===== src/rtl/musical_score_pkg.sv =====
// Shared definitions for the score record/load path: note codes, tempo header
// geometry and the recorder state encoding.
package musical_score_pkg;

    typedef logic [3:0] note_t;

    localparam note_t NOTE_REST      = 4'h0;
    localparam note_t NOTE_END       = 4'hF;
    localparam int    TEMPO_WIDTH    = 26;
    localparam int    HEADER_NIBBLES = 7;
    localparam int    HEADER_BITS    = HEADER_NIBBLES * 4;

    typedef enum logic [2:0] {
        IDLE,
        HEADER,
        RECORD,
        FINISH,
        DONE
    } record_state_t;

    // Header nibble k of the MSB-first tempo field (k = 0 is the most significant).
    function automatic note_t header_nibble(input logic [TEMPO_WIDTH-1:0] t,
                                            input logic [2:0] k);
        logic [HEADER_BITS-1:0] padded;
        note_t                  nib;
        padded = {{(HEADER_BITS-TEMPO_WIDTH){1'b0}}, t};
        nib    = NOTE_REST;
        for (int i = 0; i < HEADER_NIBBLES; i++) begin
            if (k == 3'(i)) begin
                nib = padded[(HEADER_NIBBLES-1-i)*4 +: 4];
            end
        end
        return nib;
    endfunction

endpackage


===== src/rtl/musical_score_record_tick_gen.sv =====
// Loadable period counter: counts 0..period-1 while enabled and pulses tick on
// the last count of each period.
import musical_score_pkg::*;

module record_tick_gen (
    input  logic                   clk,
    input  logic                   reset,
    input  logic                   load,
    input  logic [TEMPO_WIDTH-1:0] period,
    input  logic                   enable,
    output logic                   tick
);

    logic [TEMPO_WIDTH-1:0] cnt_q;
    logic [TEMPO_WIDTH-1:0] cnt_d;

    assign tick = enable && (cnt_q == (period - TEMPO_WIDTH'(1)));

    // Next count: restart on load, wrap on tick, advance while enabled.
    always_comb begin
        cnt_d = cnt_q;
        if (load) begin
            cnt_d = '0;
        end else if (enable) begin
            cnt_d = tick ? '0 : cnt_q + TEMPO_WIDTH'(1);
        end
    end

    // Count register.
    always_ff @(posedge clk) begin
        if (reset) begin
            cnt_q <= '0;
        end else begin
            cnt_q <= cnt_d;
        end
    end

endmodule


===== src/rtl/musical_score_record.sv =====
// Song recorder: writes a tempo header then one sampled note nibble per eighth
// note into the song RAM write port.
// Optional feature macro: MUSICAL_SCORE_RECORD_END_MARKER_EN (write 4'hF end marker,
// coerce detected 4'hF to rest).
import musical_score_pkg::*;

module musical_score_record #(
    parameter int ADDR_WIDTH = 11
) (
    input  logic                   clk,
    input  logic                   reset,
    input  logic                   record_start,
    input  logic                   record_stop,
    input  logic [TEMPO_WIDTH-1:0] tempo,
    input  logic [3:0]             detected_note,
    input  logic                   note_valid,
    output logic                   mem_we,
    output logic [ADDR_WIDTH-1:0]  mem_addr,
    output logic [3:0]             mem_wdata,
    output logic                   recording,
    output logic                   done,
    output logic [ADDR_WIDTH-1:0]  note_count,
    output logic                   eighth_tick
);

    localparam logic [ADDR_WIDTH-1:0] LAST_NOTE_ADDR = {{(ADDR_WIDTH-1){1'b1}}, 1'b0};
    localparam logic [ADDR_WIDTH-1:0] FIRST_NOTE_ADDR = ADDR_WIDTH'(HEADER_NIBBLES);

    record_state_t          state_q, state_d;
    logic [2:0]             hdr_idx_q, hdr_idx_d;
    logic [TEMPO_WIDTH-1:0] tempo_q, tempo_d;
    note_t                  capture_q, capture_d;
    logic                   mem_we_q, mem_we_d;
    logic [ADDR_WIDTH-1:0]  mem_addr_q, mem_addr_d;
    note_t                  mem_wdata_q, mem_wdata_d;
    logic [ADDR_WIDTH-1:0]  note_count_q, note_count_d;

    logic [TEMPO_WIDTH-1:0] tempo_clamped;
    logic [ADDR_WIDTH-1:0]  note_addr;
    note_t                  note_in;
    logic                   tick;

    assign tempo_clamped = (tempo < TEMPO_WIDTH'(2)) ? TEMPO_WIDTH'(2) : tempo;
    assign note_addr     = FIRST_NOTE_ADDR + note_count_q;

`ifdef MUSICAL_SCORE_RECORD_END_MARKER_EN
    assign note_in = (detected_note == NOTE_END) ? NOTE_REST : detected_note;
`else
    assign note_in = detected_note;
`endif

    // The counter is held at zero until RECORD so the first eighth starts on entry.
    record_tick_gen u_tick_gen (
        .clk    (clk),
        .reset  (reset),
        .load   (state_q != RECORD),
        .period (tempo_q),
        .enable (state_q == RECORD),
        .tick   (tick)
    );

    // Next-state, capture and write-port logic.
    always_comb begin
        state_d      = state_q;
        hdr_idx_d    = hdr_idx_q;
        tempo_d      = tempo_q;
        capture_d    = capture_q;
        mem_we_d     = 1'b0;
        mem_addr_d   = mem_addr_q;
        mem_wdata_d  = mem_wdata_q;
        note_count_d = note_count_q;
        case (state_q)
            IDLE, DONE: begin
                if (record_start) begin
                    // Header nibble 0 goes out right away, the rest follow from HEADER.
                    state_d      = HEADER;
                    tempo_d      = tempo_clamped;
                    hdr_idx_d    = 3'd1;
                    mem_we_d     = 1'b1;
                    mem_addr_d   = '0;
                    mem_wdata_d  = header_nibble(tempo_clamped, 3'd0);
                    note_count_d = '0;
                    capture_d    = NOTE_REST;
                end
            end
            HEADER: begin
                mem_we_d    = 1'b1;
                mem_addr_d  = {{(ADDR_WIDTH-3){1'b0}}, hdr_idx_q};
                mem_wdata_d = header_nibble(tempo_q, hdr_idx_q);
                hdr_idx_d   = hdr_idx_q + 3'd1;
                capture_d   = NOTE_REST;
                if (hdr_idx_q == 3'(HEADER_NIBBLES-1)) begin
                    state_d = RECORD;
                end
            end
            RECORD: begin
                if (tick) begin
                    mem_we_d     = 1'b1;
                    mem_addr_d   = note_addr;
                    mem_wdata_d  = note_valid ? note_in : capture_q;
                    note_count_d = note_count_q + ADDR_WIDTH'(1);
                    capture_d    = NOTE_REST;
                    if (record_stop || (note_addr == LAST_NOTE_ADDR)) begin
                        state_d = FINISH;
                    end
                end else begin
                    if (note_valid) begin
                        capture_d = note_in;
                    end
                    if (record_stop) begin
                        state_d = FINISH;
                    end
                end
            end
            FINISH: begin
                state_d = DONE;
`ifdef MUSICAL_SCORE_RECORD_END_MARKER_EN
                mem_we_d    = 1'b1;
                mem_addr_d  = note_addr;
                mem_wdata_d = NOTE_END;
`endif
            end
            default: state_d = IDLE;
        endcase
    end

    // State and output registers; reset aborts any recording immediately.
    always_ff @(posedge clk) begin
        if (reset) begin
            state_q      <= IDLE;
            hdr_idx_q    <= '0;
            tempo_q      <= '0;
            capture_q    <= NOTE_REST;
            mem_we_q     <= 1'b0;
            mem_addr_q   <= '0;
            mem_wdata_q  <= NOTE_REST;
            note_count_q <= '0;
        end else begin
            state_q      <= state_d;
            hdr_idx_q    <= hdr_idx_d;
            tempo_q      <= tempo_d;
            capture_q    <= capture_d;
            mem_we_q     <= mem_we_d;
            mem_addr_q   <= mem_addr_d;
            mem_wdata_q  <= mem_wdata_d;
            note_count_q <= note_count_d;
        end
    end

    assign mem_we      = mem_we_q;
    assign mem_addr    = mem_addr_q;
    assign mem_wdata   = mem_wdata_q;
    assign note_count  = note_count_q;
    assign eighth_tick = tick;
    assign recording   = (state_q == HEADER) || (state_q == RECORD) || (state_q == FINISH);
    assign done        = (state_q == DONE);

endmodule

===== config.mk =====
export PLATFORM = sky130hd
export DESIGN_NAME = musical_score_record
export DESIGN_NICKNAME = d
export VERILOG_FILES = /design/src/rtl/musical_score_pkg.sv /design/src/rtl/musical_score_record_tick_gen.sv /design/src/rtl/musical_score_record.sv
export SDC_FILE = /design/constraint.sdc
export NUM_CORES = 1
export LEC_CHECK = 0
export ABC_CLOCK_PERIOD_IN_PS = 7000
export CORE_MARGIN = 2
export CORE_UTILIZATION = 60
export CTS_BUF_LIST = sky130_fd_sc_hd__clkbuf_8
export DETAILED_ROUTE_END_ITERATION = 8
export HOLD_SLACK_MARGIN = 0.15
export PLACE_DENSITY_LB_ADDON = 0.15
export SLEW_MARGIN = 30
export SYNTH_ARGS = -nofsm -noshare
export SYNTH_HDL_FRONTEND = slang
export SYNTH_SLANG_ARGS = --single-unit

===== constraint.sdc =====
create_clock -name clk -period 7 [get_ports clk]
set_clock_uncertainty 0.1 [all_clocks]
set_input_delay 2.1 -clock clk [delete_from_list [all_inputs] [get_ports clk]]
set_output_delay 2.1 -clock clk [all_outputs]
set_load 0.03 [all_outputs]

==> results of run 1 <==
-- per-stage QoR --
stage	std cells	instance area [sq um]	hold slack [ns]	setup slack, ns
2_1_floorplan	726	5570	0.336	1.64
6_report	864	6370	0.365	0.924
5_1_grt	864	6370	0.386	0.791
3_5_place_dp	848	6130	0.357	1.39
3_3_place_gp	847	6120	0.351	1.54
4_1_cts	864	6370	0.370	0.991
-- cell families (layout without fill, tap and decap cells) --
logic type / Yosys count / after routing / synth area share
mux: 10 / 10 / 0.0204
compound gates: 148 / 148 / 0.181
fa+ha+maj: 9 / 9 / 0.0202
simple gates: 317 / 317 / 0.291
buf+inv: 90 / 117 / 0.0683
xor+xnor: 63 / 63 / 0.0990
flops: 89 / 89 / 0.320
-- worst max path at each step --
stage	start	end	slack, ns	cells past startpoint
after floorplan	tempo_q[0]	eighth_tick	1.64	11
after global placement	tempo_q[0]	eighth_tick	1.54	9
after detailed placement	tempo_q[0]	eighth_tick	1.39	9
after CTS	tempo_q[0]	eighth_tick	0.99	9
after global routing	tempo_q[0]	eighth_tick	0.79	9
final	tempo_q[0]	eighth_tick	0.92	9
-- power by group through the flow --
stage	logic, mW	clock network [mW]	registers (mW)
after floorplan	0.338	0	0.588
after global placement	0.437	0	0.592
after detailed placement	0.443	0	0.594
after CTS	0.447	0.433	0.582
after global routing	0.499	0.452	0.589
final	0.454	0.425	0.584
-- cell usage in the layout, fill, tap and decap left out, types with 4 or more instances in the layout --
cell,n
a211oi_1,9
a21o_1,4
a21oi_1,49
a31oi_1,5
a32oi_1,5
and2_1,4
and3_1,9
clkbuf_8,9
clkdlybuf4s50_1,63
dfxtp_1,89
ha_1,9
inv_1,34
mux2i_1,5
nand2_1,95
nand2b_1,10
nand3_1,19
nand3b_1,7
nand4_1,15
nor2_1,67
nor2b_1,6
nor3_1,18
nor3b_1,5
nor4_1,16
o211ai_1,5
o21ai_0,17
o22ai_1,7
o31ai_1,9
o32ai_1,8
or3_1,20
or4_1,7
xnor2_1,34
xor2_1,29
-- flip-flops by register name (all words and copies together) (netlist names) --
signal and cells:
mem_we 1, state_q 3, mem_addr 11, tempo_q 26, mem_wdata 4, hdr_idx_q 3
note_count 11, capture_q 4, u_tick_gen.cnt_q 26
-- tightest hold or removal path: stages (launching register included) --
cell      delay [ns]
dfxtp_1         0.32
inv_1           0.05
a211oi_1        0.05
-- per-layer routing --
metal / track usage / up-vias / share of wire
li1: - / 2603 / -
met1: 0.457 / 2547 / 0.48
met2: 0.456 / 227 / 0.43
met3: 0.0606 / 16 / 0.080
met4: 0.0611 / 0 / 0.011
met5: 0 / - / 0
-- final cells by class --
type | instances | share of cell area
sequential | 89 | 0.280
clock buffer | 9 | 0.0194
multi-input combinational | 547 | 0.536
tap | 111 | 0.0218
inverter | 33 | 0.0194
timing repair buffer | 68 | 0.105
clock inverter | 7 | 0.0187
==> flow_metrics.tcl, run 1 <==
set metrics [dict create \
    status "completed" \
    die_h_um 100 \
    initial_utilization 0.612 \
    worst_pin_slew_ns 0.966 \
    finalHoldViolations 0 \
    cts_buffer_depth 2 \
    fin_crit_ns 6.08 \
    yosys.cell_types.count 65 \
    yosys_warnings 0 \
    nets 792 \
    cp_data_required_time_ns 4.80 \
    async_reset_ff_frac 0 \
    port_buffers 64 \
    drt_pre_antenna_iters 5 \
    syn_to_final_growth_pct 14.3 \
    worstHoldStart "mem_wdata[0]" \
    finalMaxSlewViolations 0 \
    crit_type "reg2out" \
    place_congestion 0.961 \
    power_switching_mw 0.499 \
    synthTopCellsByArea "dfxtp_1 (32%), nand2_1 (6.4%), xnor2_1 (5.3%), xor2_1 (4.6%), nor2_1 (4.5%)" \
    htreeDepth 3 \
    seqCellArea_sq_um 1780 \
    slowest_stage "clkdlybuf4s50_1" \
    drc 0 \
    crit_chain "inv_1 -> ha_1 -> or4b_1 -> nor3_1 -> nand3_1 -> mux2_2 -> nand4_1 -> nor4_1 -> clkdlybuf4s50_1" \
    grt_max_degree 69 \
    r2r_setup_slack_ns 2.88 \
    critical_path.max_stage_delay_ns 0.74 \
    yosys-top-cells-count "nand2_1 (95), dfxtp_1 (89), nor2_1 (67), a21oi_1 (49), clkbuf_1 (46)" \
    routed_wirelength_um 14900 \
    timing.setup.tns_ns 0 \
    yosysTopAreaCellShare 0.320 \
    r2r_start "tempo_q[0]" \
    ys_seq_area_frac 0.320 \
    reg2reg_depth 11 \
    layout-drive-gt1-share 0.0518 \
    antenna_found_initial 0 \
    rows 35 \
    utilization 0.700 \
    worst_setup_path_end_kind "output port" \
    clockRootBuffer "clkbuf_8" \
    crit_buf_inv 2 \
    hold_end "mem_wdata[0]" \
    combPwrFrac 0.310 \
    crit_fanout 9 \
    core-area_sq_um 9110 \
    leakage_nw 2.11 \
    cts_buffers 9 \
    detail_route.wl_per_cell_um 17.2 \
    intPower_mw 0.964 \
    yosysTopAreaCell "dfxtp_1" \
    diodes 0 \
    peakVddDrop_v 0.000111 \
    cts_num_sinks 89 \
    syn_nets 770 \
    vias 5393 \
    dpl.hpwl_um 11200 \
    crit_path_start_kind "flop" \
    synth.avg_cell_area_sq_um 7.68 \
    power.density_nw_per_um2 230 \
    synth_area_sq_um 5570 \
    hold_buffers 0 \
    finalPower_mw 1.46 \
    cts_resized 0 \
    slew_headroom 0.351 \
    grt_pass1_wl_um 24700 \
    grt_pass1_vias 4870 \
    multiInputGateArea_sq_um 3420 \
    clk_latency_ns 0.35 \
    synth_top_flop_cell "dfxtp_1" \
    synth-edff-count 0 \
    cts.clk_slew.worst_paths_ns 0.09 \
    post-route-period-util 0.868 \
    io_pins 65 \
    fillers 756 \
    setup_viol 0 \
    grt_use_total 0.305 \
    synth_cells 726 \
    clkPwrFrac 0.291 \
    die_area_sq_um 10100 \
    seqPwrFrac 0.399 \
    cp.arrival_ns 3.88 \
    fmax_mhz 165 \
    crit_family "simple AND/OR/NAND/NOR gates" \
    ys_ff_latch 89 \
    hp-class "reg2reg" \
    synth.most_common_cell "nand2_1" \
    die_w_um 100 \
    max_cap_violations 0 \
    switching_share 0.341 \
    cts_tree "built" \
    whs_path_depth 2 \
    rsz0062_at_grt "false" \
    ant_nets 0 \
    post-cts-setup-buffers 0 \
    drt_iter0_drc 480 \
    reg2reg_to "u_tick_gen.cnt_q[13]" \
    post_drt_via_cell_ratio 6.24 \
    grt-ovfl-total 0 \
]
Power figures use the tool's default switching activity.
==> run 2, diff against run 1 <==
--- a/config.mk
+++ b/config.mk
@@ -12,7 +12,7 @@
 export DETAILED_ROUTE_END_ITERATION = 8
 export HOLD_SLACK_MARGIN = 0.15
 export PLACE_DENSITY_LB_ADDON = 0.15
-export SLEW_MARGIN = 30
+export SLEW_MARGIN = 20
 export SYNTH_ARGS = -nofsm -noshare
 export SYNTH_HDL_FRONTEND = slang
 export SYNTH_SLANG_ARGS = --single-unit
==> run 2 against run 1 <==
Worst setup slack better by 0.024 ns. Fmax is 0.40% higher. First-iteration DRC count is 19% lower. Flip-flop and latch count stayed put. Critical path depth stayed put. Global-route usage is 0.45 points lower. Total power is 2.0% lower. Sequential power hardly changed. Utilization is 0.26 points lower. Non-clock buffer count stayed put. Worst hold slack better by 0.00090 ns. Largest cell class unchanged.
==> flow_metrics.tcl, run 2 (synthesis gave the netlist of run 1 again) <==
set metrics [dict create \
    drt_iter0_drc 387 \
    max_cap_violations 0 \
    setup_viol 0 \
    hold_buffers 0 \
    cts.clk_slew.worst_paths_ns 0.09 \
    drc 0 \
    cp_data_required_time_ns 4.80 \
    utilization 0.697 \
    cts_buffers 9 \
    r2r_start "tempo_q[0]" \
    hp-class "reg2reg" \
    rsz0062_at_grt "false" \
    rows 35 \
    crit_type "reg2out" \
    slowest_stage "clkdlybuf4s50_1" \
    layout_commonest_cell "nand2_1" \
    die_area_sq_um 10100 \
    routed_wirelength_um 14800 \
    timing.setup.tns_ns 0 \
    vias 5356 \
    leakage_nw 2.10 \
    clk_latency_ns 0.36 \
    grt-ovfl-total 0 \
    diodes 0 \
    cp.arrival_ns 3.85 \
    cts_tree "built" \
    worst_pin_slew_ns 1.00 \
    grt_use_total 0.300 \
    seqCellArea_sq_um 1780 \
    grt_max_degree 69 \
    detail_route.wl_per_cell_um 17.2 \
    critPathCapture "eighth_tick" \
    nets 792 \
    place_congestion 0.961 \
    syn_to_final_growth_pct 13.9 \
    power.density_nw_per_um2 226 \
    post_drt_via_cell_ratio 6.20 \
    finalHoldViolations 0 \
    drt_pre_antenna_iters 5 \
    status "completed" \
    clockRootBuffer "clkbuf_8" \
    grt_pass1_wl_um 24400 \
    dpl.hpwl_um 11200 \
    die_h_um 100 \
    peakVddDrop_v 0.000140 \
    io_pins 65 \
    whs_path_depth 2 \
    crit_path_start_kind "flop" \
    critical_path.max_stage_delay_ns 0.74 \
    finalMaxSlewViolations 0 \
    htreeDepth 3 \
    r2r_setup_slack_ns 2.96 \
    crit_fanout 9 \
    fin_crit_ns 6.05 \
    fillers 789 \
    cts_num_sinks 89 \
    core-area_sq_um 9110 \
    port_buffers 64 \
    slew_headroom 0.328 \
    reg2reg_to "mem_wdata[3]" \
    die_w_um 100 \
    cts_resized 0 \
    post-route-period-util 0.865 \
    layout-drive-gt1-share 0.0518 \
    grt_pass1_vias 4807 \
    reg_top3 "tempo_q x26, u_tick_gen.cnt_q x26" \
    fmax_mhz 165 \
    post-cts-setup-buffers 0 \
    ant_nets 0 \
    worst_setup_path_end_kind "output port" \
    cp-startpoint "tempo_q[0]" \
    cts_buffer_depth 2 \
    initial_utilization 0.612 \
    antenna_found_initial 0 \
    crit_chain "inv_1 -> ha_1 -> or4b_1 -> nor3_1 -> nand3_1 -> mux2_2 -> nand4_1 -> nor4_1 -> clkdlybuf4s50_1" \
    layout_common_cells "nand2_1 (95), dfxtp_1 (89), nor2_1 (67)" \
    reg2reg_depth 10 \
    multiInputGateArea_sq_um 3420 \
]
-- run 2: changes by cell type in the layout (fill, tap and decap cells not counted), sizes merged --
cell | before | now
clkinv | 1 | 0
bufinv | 3 | 2
clkinvlp | 1 | 3
-- run 2: worst min path at each step --
stage,to,from
2_1_floorplan,u_tick_gen.cnt_q[0],u_tick_gen.cnt_q[0]
3_3_place_gp,mem_wdata[0],mem_wdata[0]
3_5_place_dp,mem_wdata[0],mem_wdata[0]
4_1_cts,mem_wdata[1],mem_wdata[1]
5_1_grt,mem_wdata[0],mem_wdata[0]
6_report,mem_wdata[1],mem_wdata[1]
-- run 2: layer usage --
metal | vias up | track usage | routed length, um
met1 | 2500 | 0.449 | 7110
met4 | 0 | 0.0885 | 255
met5 | - | 0 | 0
met2 | 233 | 0.443 | 6350
li1 | 2603 | - | -
met3 | 20 | 0.0508 | 1130
-- run 2: final cells by class --
class,instances,area share
Tap cell,111,0.0219
Multi-Input combinational cell,547,0.538
Clock inverter,7,0.0150
Clock buffer,9,0.0195
Timing Repair Buffer,68,0.105
Inverter,33,0.0195
Sequential cell,89,0.281
-- run 2: where the power goes --
group | switching (mW) | total, mW | internal, mW
Combinational | 0.265 | 0.454 | 0.190
Clock | 0.196 | 0.397 | 0.201
Sequential | 0.0461 | 0.583 | 0.537
-- run 2: per-stage QoR --
| stage | setup WS (ns) | power (mW) | hold WS, ns | cells | instance area, sq um |
|---|---|---|---|---|---|
| floorplan | 1.64 | 0.926 | 0.336 | 726 | 5570 |
| global placement | 1.54 | 1.03 | 0.351 | 847 | 6120 |
| detailed placement | 1.39 | 1.04 | 0.356 | 847 | 6120 |
| CTS | 0.999 | 1.42 | 0.370 | 863 | 6340 |
| global route | 0.773 | 1.50 | 0.390 | 864 | 6350 |
| finish | 0.948 | 1.43 | 0.366 | 864 | 6350 |
-- run 2: worst max-delay path, delay by kind of cell, from the launching register on --
| kind | cells | cell delay [ns] |
|---|---|---|
| simple gates | 5 | 1.68 |
| buf+inv | 2 | 0.83 |
| flops | 1 | 0.40 |
| fa+ha+maj | 1 | 0.32 |
| mux | 1 | 0.27 |
